$ cat src/rtl/clic_irq_arbiter_pkg.sv
// rtl/clic_irq_arbiter_pkg.sv - shared types and priority compare for the CLIC interrupt arbiter
package clic_irq_arbiter_pkg;

    localparam int unsigned CandLevelW = 16;
    localparam int unsigned CandIdW    = 16;
    localparam logic [1:0]  PrivReserved = 2'b10;

    typedef enum logic [1:0] {
        IDLE,
        OFFER,
        HOLDOFF
    } clic_arb_state_e;

    typedef struct packed {
        logic                  valid;
        logic [1:0]            priv;
        logic [CandLevelW-1:0] level;
        logic [CandIdW-1:0]    id;
    } clic_irq_cand_t;

    // True when a should be offered ahead of b. Reserved priv never reaches
    // here as valid, so a plain numeric compare orders M > S > U.
    function automatic logic cand_wins(input clic_irq_cand_t a, input clic_irq_cand_t b);
        if (a.valid != b.valid) return a.valid;
        if (a.priv != b.priv)   return a.priv > b.priv;
        if (a.level != b.level) return a.level > b.level;
        return a.id >= b.id;
    endfunction

endpackage

$ cat src/rtl/clic_irq_max_tree.sv
// rtl/clic_irq_max_tree.sv - binary max-reduction over interrupt candidates
// CLIC_ARB_PIPE_EN registers the tree at its midpoint level.
module clic_irq_max_tree
    import clic_irq_arbiter_pkg::*;
#(
    parameter  int unsigned NumSrc = 64,
    parameter  int unsigned LevelW = 8,
    localparam int unsigned IdW    = $clog2(NumSrc)
) (
`ifdef CLIC_ARB_PIPE_EN
    input  logic                     clk_i,
    input  logic                     rst_i,
    input  logic [NumSrc-1:0]        clr_i,
`endif
    input  logic [NumSrc-1:0]        elig_i,
    input  logic [NumSrc*LevelW-1:0] level_i,
    input  logic [NumSrc*2-1:0]      priv_i,
    output logic                     best_valid_o,
    output logic [1:0]               best_priv_o,
    output logic [LevelW-1:0]        best_level_o,
    output logic [IdW-1:0]           best_id_o
);

    localparam int unsigned NumLeaf  = 1 << IdW;
    localparam int unsigned MidDepth = IdW / 2;

`ifdef CLIC_ARB_PIPE_EN
    logic [NumLeaf-1:0] clr_pad;
    assign clr_pad = NumLeaf'(clr_i);
`endif

    // Level d holds 2**d nodes; d == IdW are the leaves, d == 0 is the winner.
    for (genvar d = IdW; d >= 0; d--) begin : g_lvl
        clic_irq_cand_t cmb [1 << d];
        clic_irq_cand_t sel [1 << d];

        if (d == IdW) begin : g_leaf
            for (genvar i = 0; i < (1 << d); i++) begin : g_n
                if (i < NumSrc) begin : g_src
                    assign cmb[i] = '{valid: elig_i[i],
                                      priv:  priv_i[2*i +: 2],
                                      level: CandLevelW'(level_i[i*LevelW +: LevelW]),
                                      id:    CandIdW'(i)};
                end else begin : g_pad
                    assign cmb[i] = '0;
                end
            end
        end else begin : g_red
            for (genvar i = 0; i < (1 << d); i++) begin : g_n
                assign cmb[i] = cand_wins(g_lvl[d+1].sel[2*i], g_lvl[d+1].sel[2*i+1])
                              ? g_lvl[d+1].sel[2*i] : g_lvl[d+1].sel[2*i+1];
            end
        end

`ifdef CLIC_ARB_PIPE_EN
        if (d == MidDepth) begin : g_pipe
            // A claimed source is dropped on entry so it cannot resurface from this stage.
            always_ff @(posedge clk_i or posedge rst_i) begin
                if (rst_i) begin
                    for (int i = 0; i < (1 << d); i++) sel[i] <= '0;
                end else begin
                    for (int i = 0; i < (1 << d); i++) begin
                        sel[i]       <= cmb[i];
                        sel[i].valid <= cmb[i].valid & ~clr_pad[cmb[i].id[IdW-1:0]];
                    end
                end
            end
        end else begin : g_pass
            assign sel = cmb;
        end
`else
        assign sel = cmb;
`endif
    end

    assign best_valid_o = g_lvl[0].sel[0].valid;
    assign best_priv_o  = g_lvl[0].sel[0].priv;
    assign best_level_o = g_lvl[0].sel[0].level[LevelW-1:0];
    assign best_id_o    = g_lvl[0].sel[0].id[IdW-1:0];

endmodule

$ cat src/rtl/clic_irq_arbiter.sv
// rtl/clic_irq_arbiter.sv - CLIC pending tracking, priority selection and offer/claim FSM
// CLIC_ARB_PIPE_EN adds a mid-tree register stage and a two-cycle hold-off.
module clic_irq_arbiter
    import clic_irq_arbiter_pkg::*;
#(
    parameter  int unsigned NumSrc = 64,
    parameter  int unsigned LevelW = 8,
    localparam int unsigned IdW    = $clog2(NumSrc)
) (
    input  logic                     clk_i,
    input  logic                     rst_i,
    input  logic [NumSrc-1:0]        irq_src_i,
    input  logic [NumSrc-1:0]        src_ie_i,
    input  logic [NumSrc-1:0]        src_edge_i,
    input  logic [NumSrc*LevelW-1:0] src_level_i,
    input  logic [NumSrc*2-1:0]      src_priv_i,
    input  logic                     clic_irq_ack_i,
    input  logic [IdW-1:0]           clic_irq_ack_id_i,
    output logic                     clic_irq_valid_o,
    output logic [IdW-1:0]           clic_irq_id_o,
    output logic [LevelW-1:0]        clic_irq_level_o,
    output logic [1:0]               clic_irq_priv_o,
    output logic [NumSrc-1:0]        pending_o
);

`ifdef CLIC_ARB_PIPE_EN
    localparam logic HoldLast = 1'b1;
`else
    localparam logic HoldLast = 1'b0;
`endif

    logic [NumSrc-1:0] pending_q, pending_d, src_prev_q, clr, elig;
    logic              ack_hit;
    logic              best_valid;
    logic [1:0]        best_priv;
    logic [LevelW-1:0] best_level;
    logic [IdW-1:0]    best_id;

    clic_arb_state_e   state_q, state_d;
    logic              hold_q, hold_d;
    logic              valid_q, valid_d;
    logic [IdW-1:0]    id_q, id_d;
    logic [LevelW-1:0] level_q, level_d;
    logic [1:0]        priv_q, priv_d;

    // Decoding only real ids keeps an out-of-range ack from doing anything.
    always_comb begin
        clr = '0;
        for (int i = 0; i < NumSrc; i++) begin
            clr[i] = clic_irq_ack_i && (clic_irq_ack_id_i == IdW'(i));
        end
    end
    assign ack_hit = |clr;

    assign pending_d = (src_edge_i & ((irq_src_i & ~src_prev_q) | (pending_q & ~clr)))
                     | (~src_edge_i & irq_src_i);

    always_comb begin
        elig = '0;
        for (int i = 0; i < NumSrc; i++) begin
            elig[i] = pending_q[i] & src_ie_i[i] & (src_priv_i[2*i +: 2] != PrivReserved);
        end
    end

    clic_irq_max_tree #(
        .NumSrc (NumSrc),
        .LevelW (LevelW)
    ) u_max_tree (
`ifdef CLIC_ARB_PIPE_EN
        .clk_i        (clk_i),
        .rst_i        (rst_i),
        .clr_i        (clr),
`endif
        .elig_i       (elig),
        .level_i      (src_level_i),
        .priv_i       (src_priv_i),
        .best_valid_o (best_valid),
        .best_priv_o  (best_priv),
        .best_level_o (best_level),
        .best_id_o    (best_id)
    );

    always_comb begin
        state_d = state_q;
        hold_d  = 1'b0;
        unique case (state_q)
            IDLE:    if (best_valid) state_d = OFFER;
            OFFER: begin
                if (ack_hit)          state_d = HOLDOFF;
                else if (!best_valid) state_d = IDLE;
            end
            HOLDOFF: begin
                if (hold_q == HoldLast) state_d = best_valid ? OFFER : IDLE;
                else                    hold_d  = hold_q + 1'b1;
            end
            default: state_d = IDLE;
        endcase

        valid_d = (state_d == OFFER);
        id_d    = valid_d ? best_id    : '0;
        level_d = valid_d ? best_level : '0;
        priv_d  = valid_d ? best_priv  : '0;
    end

    always_ff @(posedge clk_i or posedge rst_i) begin
        if (rst_i) begin
            pending_q  <= '0;
            src_prev_q <= '0;
            state_q    <= IDLE;
            hold_q     <= 1'b0;
            valid_q    <= 1'b0;
            id_q       <= '0;
            level_q    <= '0;
            priv_q     <= '0;
        end else begin
            pending_q  <= pending_d;
            src_prev_q <= irq_src_i;
            state_q    <= state_d;
            hold_q     <= hold_d;
            valid_q    <= valid_d;
            id_q       <= id_d;
            level_q    <= level_d;
            priv_q     <= priv_d;
        end
    end

    assign clic_irq_valid_o = valid_q;
    assign clic_irq_id_o    = id_q;
    assign clic_irq_level_o = level_q;
    assign clic_irq_priv_o  = priv_q;
    assign pending_o        = pending_q;

endmodule

$ cat config.mk
export PLATFORM = sky130hd
export DESIGN_NAME = clic_irq_arbiter
export DESIGN_NICKNAME = d
export VERILOG_FILES = /design/src/rtl/clic_irq_arbiter_pkg.sv /design/src/rtl/clic_irq_max_tree.sv /design/src/rtl/clic_irq_arbiter.sv
export SDC_FILE = /design/constraint.sdc
export NUM_CORES = 2
export LEC_CHECK = 0
export ABC_CLOCK_PERIOD_IN_PS = 14450
export CELL_PAD_IN_SITES_DETAIL_PLACEMENT = 1
export CELL_PAD_IN_SITES_GLOBAL_PLACEMENT = 1
export CORE_AREA = 2 2 361 363
export CTS_CLUSTER_SIZE = 12
export DETAILED_ROUTE_END_ITERATION = 10
export DIE_AREA = 0 0 363 365
export PLACE_DENSITY = 0.65
export SETUP_SLACK_MARGIN = 0.2
export SLEW_MARGIN = 20
export SYNTH_ARGS = -nofsm -noshare
export SYNTH_HDL_FRONTEND = slang
export SYNTH_SLANG_ARGS = --single-unit
$ cat constraint.sdc
create_clock -name clk_i -period 14.45 [get_ports clk_i]
set_input_delay 2.89 -clock clk_i [delete_from_list [all_inputs] [get_ports clk_i]]
set_output_delay 2.89 -clock clk_i [all_outputs]
set_load 0.1 [all_outputs]
==> reports/metrics.cfg <==
[logic_synthesis]
synth_edf_count=0
syn_inst=4225
avgSynthCellArea_um2=7.44
yosysMostFrequentCell=inv_1
seq_area_frac_synth_pct=11.7
yosys-top-cells-count=607 x inv_1, 592 x ha_1, 424 x nand2_1
ys.warnings.count=0
yosys.area.top_type=ha_1
ys.flop_type=dfrtp_1
netlist-cell-type-count=94
ys_seq_elements=147
syn_area_um2=31400
synth_async_sr_flop_share_pct=100
synth_area_leaders=ha_1 24%, dfrtp_1 12%, mux2i_1 8.3%, inv_1 7.2%, a21oi_1 6.4%
synth_nets=5658
netlist.area_leader.share_pct=23.6

[placed_design]
gp_congestion=0.947
io_buffers=921
pre_cts_ws_ns=-1.68
dp_hpwl_um=160000

[die]
coreArea_um2=129000
dieArea_um2=132000
rows=132
dieHeight_um=365
start_util_pct=24.4
ios=922
die_width_um=363

[clock_network]
cts_max_level=4
cts_tree=done
root_buffer=clkbuf_16
clk_pin_slew_ns=0.09
cts_made_buffers=17
clockBufferDepth=2
clkLatencyLatePin_ns=0.56
clock-sinks=147
cts_hold_buf=0

[power_and_ir_drop]
power.density_nw_per_um2=297
ir_worst_vdd_mv=0.718
p_switching_mw=8.54
sw_frac_of_total_pct=49.0
clock_power_share_pct=3.0
p_total_mw=17.4
pwr-share-comb_pct=93.6
power_leakage_nw=28.0
internal-power_mw=8.88
p_seq_share_pct=3.4

[critical_path]
r2r_start=pending_o[1]$_DFF_PP0_
max_stage_delay_ns=0.49
cpMaxStageDelayCell=clkdlybuf4s50_1
cp.arrival_ns=14.92
critPathBufInv=10
crit_start=src_priv_i[57]
endpoint_kind=flip-flop
path_max_fanout=8
path_delay_family=compound AO/OA/AOI/OAI gates
cp-start-kind=input pin
critPathKind=input pin to flip-flop
required_ns=14.90

[sta]
drv_slew=0
min_period_ns=14.47
setup_violations=2
finalClockSkew_ns=0.0290
max_freq_ghz=0.0691
max-slew-margin-rel_pct=27.1
finalHoldViolCount=0
rsz0062_at_grt=true
worst_pin_slew_ns=1.09
timing.final.crit_share_pct=100
setup_slack_ns=-0.0152
final.setup.tns_ns=-0.0171

[status]
status=finished, violations left
violations=setup timing

[route]
via_per_inst=5.09
ant_nets=0
post_drt_wl_per_cell_um=23.7
vias=41727
drc=0
firstDrtPassIters=6
finalWirelength_um=195000
drt_iter0_drc=1628

[worst_hold_path]
min_path_type=flip-flop to flip-flop
hold_path.startpoint=state_q[0]$_DFF_PP0_

[global_routing]
antenna_found_initial=45
grt_overflow=0
grt_max_degree=53
grt_pass1_wl_um=272000
grt_usage_pct=27.2
grt_pass1_vias=44325

[job]
drv_cap=0

[cells_and_area]
final_layout_size_suffix_gt1_share_pct=34.8
nNetsFinal=7909
syn_to_final_growth_pct=86.3

worst paths after layout:
kind,slack (ns),cells after the start,endpoint
min in group asynchronous,2.71,2,pending_o[24]$_DFF_PP0_
hold reg to reg,0.53,1,state_q[1]$_DFF_PP0_
hold / removal,0.53,1,state_q[1]$_DFF_PP0_
setup reg to reg,2.69,71,clic_irq_id_o[1]$_DFF_PP0_
max in group asynchronous,10.43,3,pending_o[44]$_DFF_PP0_
setup / recovery,-0.02,65,clic_irq_id_o[1]$_DFF_PP0_
kinds of logic after synthesis:
family                     after synthesis  synth area share (%)
adders and majority gates              644                  25.2
and+or+nand+nor                       1199                  17.8
muxes                                  351                  11.6
DFF                                    147                  11.7
AOI/OAI and AO/OA                     1166                  24.7
xor gates and xnor gates                22                 0.613
buffers and inverters                  696                  8.37
metrics by stage:
step	instance area, um2	utilization [%]	hold slack (ns)	instances
after floorplan	31800	-	0.488	4225
after global routing	58600	45.5	0.552	8194
final	58600	45.5	0.527	8199
after global placement	51600	40.1	0.500	7912
after detailed placement	51600	40.1	0.520	7912
after CTS	55000	42.7	0.532	8071
layout by cell type, fill, tap and decap left out, types with 26 or more instances in the layout:
cell type        synthesis  layout
a21o_1                  86      83
a32o_1                  67      67
a31oi_1                 44      28
inv_2                    0      31
a21oi_2                  1      99
nor2b_1                 83      71
dfrtp_1                147     147
ha_1                   592     481
o21ai_1                  4      41
mux2i_2                  1      47
clkdlybuf4s50_1          0     820
o21a_1                  49      48
mux2i_1                260     161
nand3_1                 90      74
nor3_1                  41      28
o21ai_0                180     115
dlymetal6s2s_1           0      50
mux2_2                  81      62
nand4_1                 67      67
nor2_1                 300     254
nand2_1                424     397
mux2_4                   6      26
buf_4                    0    1328
o211ai_1                82      82
nand2b_1                74      71
a21oi_1                403     284
mux2i_4                  0      53
nor2_2                   0      31
maj3_2                   3      28
diode_2                  0      35
and2_1                  33      28
buf_6                    2      64
inv_1                  607     569
ha_4                     0     103
power groups by stage:
stage	Combinational (mW)	Sequential, mW	Clock (mW)
detailed placement	12.1	0.591	0
finish	16.3	0.585	0.530
floorplan	6.61	0.817	0
global route	17.5	0.588	0.558
CTS	14.1	0.583	0.550
global placement	11.7	0.590	0
layout make-up:
type                            instances  area [um2]
Clock inverter                         15         185
Multi-Input combinational cell       3390       29800
Tap cell                             1675        2100
Fill cell                           15320       70100
Antenna cell                           35        87.6
Inverter                              607        2300
Sequential cell                       147        3680
Timing Repair Buffer                 2313       20000
Clock buffer                           17         425
sequential cells by signal, indices dropped and copies added, names as in the netlist:
| name | cells |
|---|---|
| clic_irq_level_o | 8 |
| clic_irq_priv_o | 2 |
| src_prev_q | 64 |
| pending_o | 64 |
| clic_irq_valid_o | 1 |
| state_q | 2 |
| clic_irq_id_o | 6 |
per-layer routing:
metal / up-vias / GRT usage [%] / wire length (um)
met5: - / 0 / 92
met4: 14 / 12.2 / 10500
met3: 365 / 4.43 / 8980
met2: 1066 / 49.6 / 97700
met1: 20475 / 31.1 / 77400
li1: 19807 / - / -
what timing repair did:
item / 4_1_cts / 5_1_grt
pin swaps: 170 / 243
setup buffers: 120 / 89
cloned: 7 / 4
endpoints found under the setup margin: 16 / 16
gates resized for setup: 426 / 634
No activity file was read; power rests on OpenSTA's default activity.
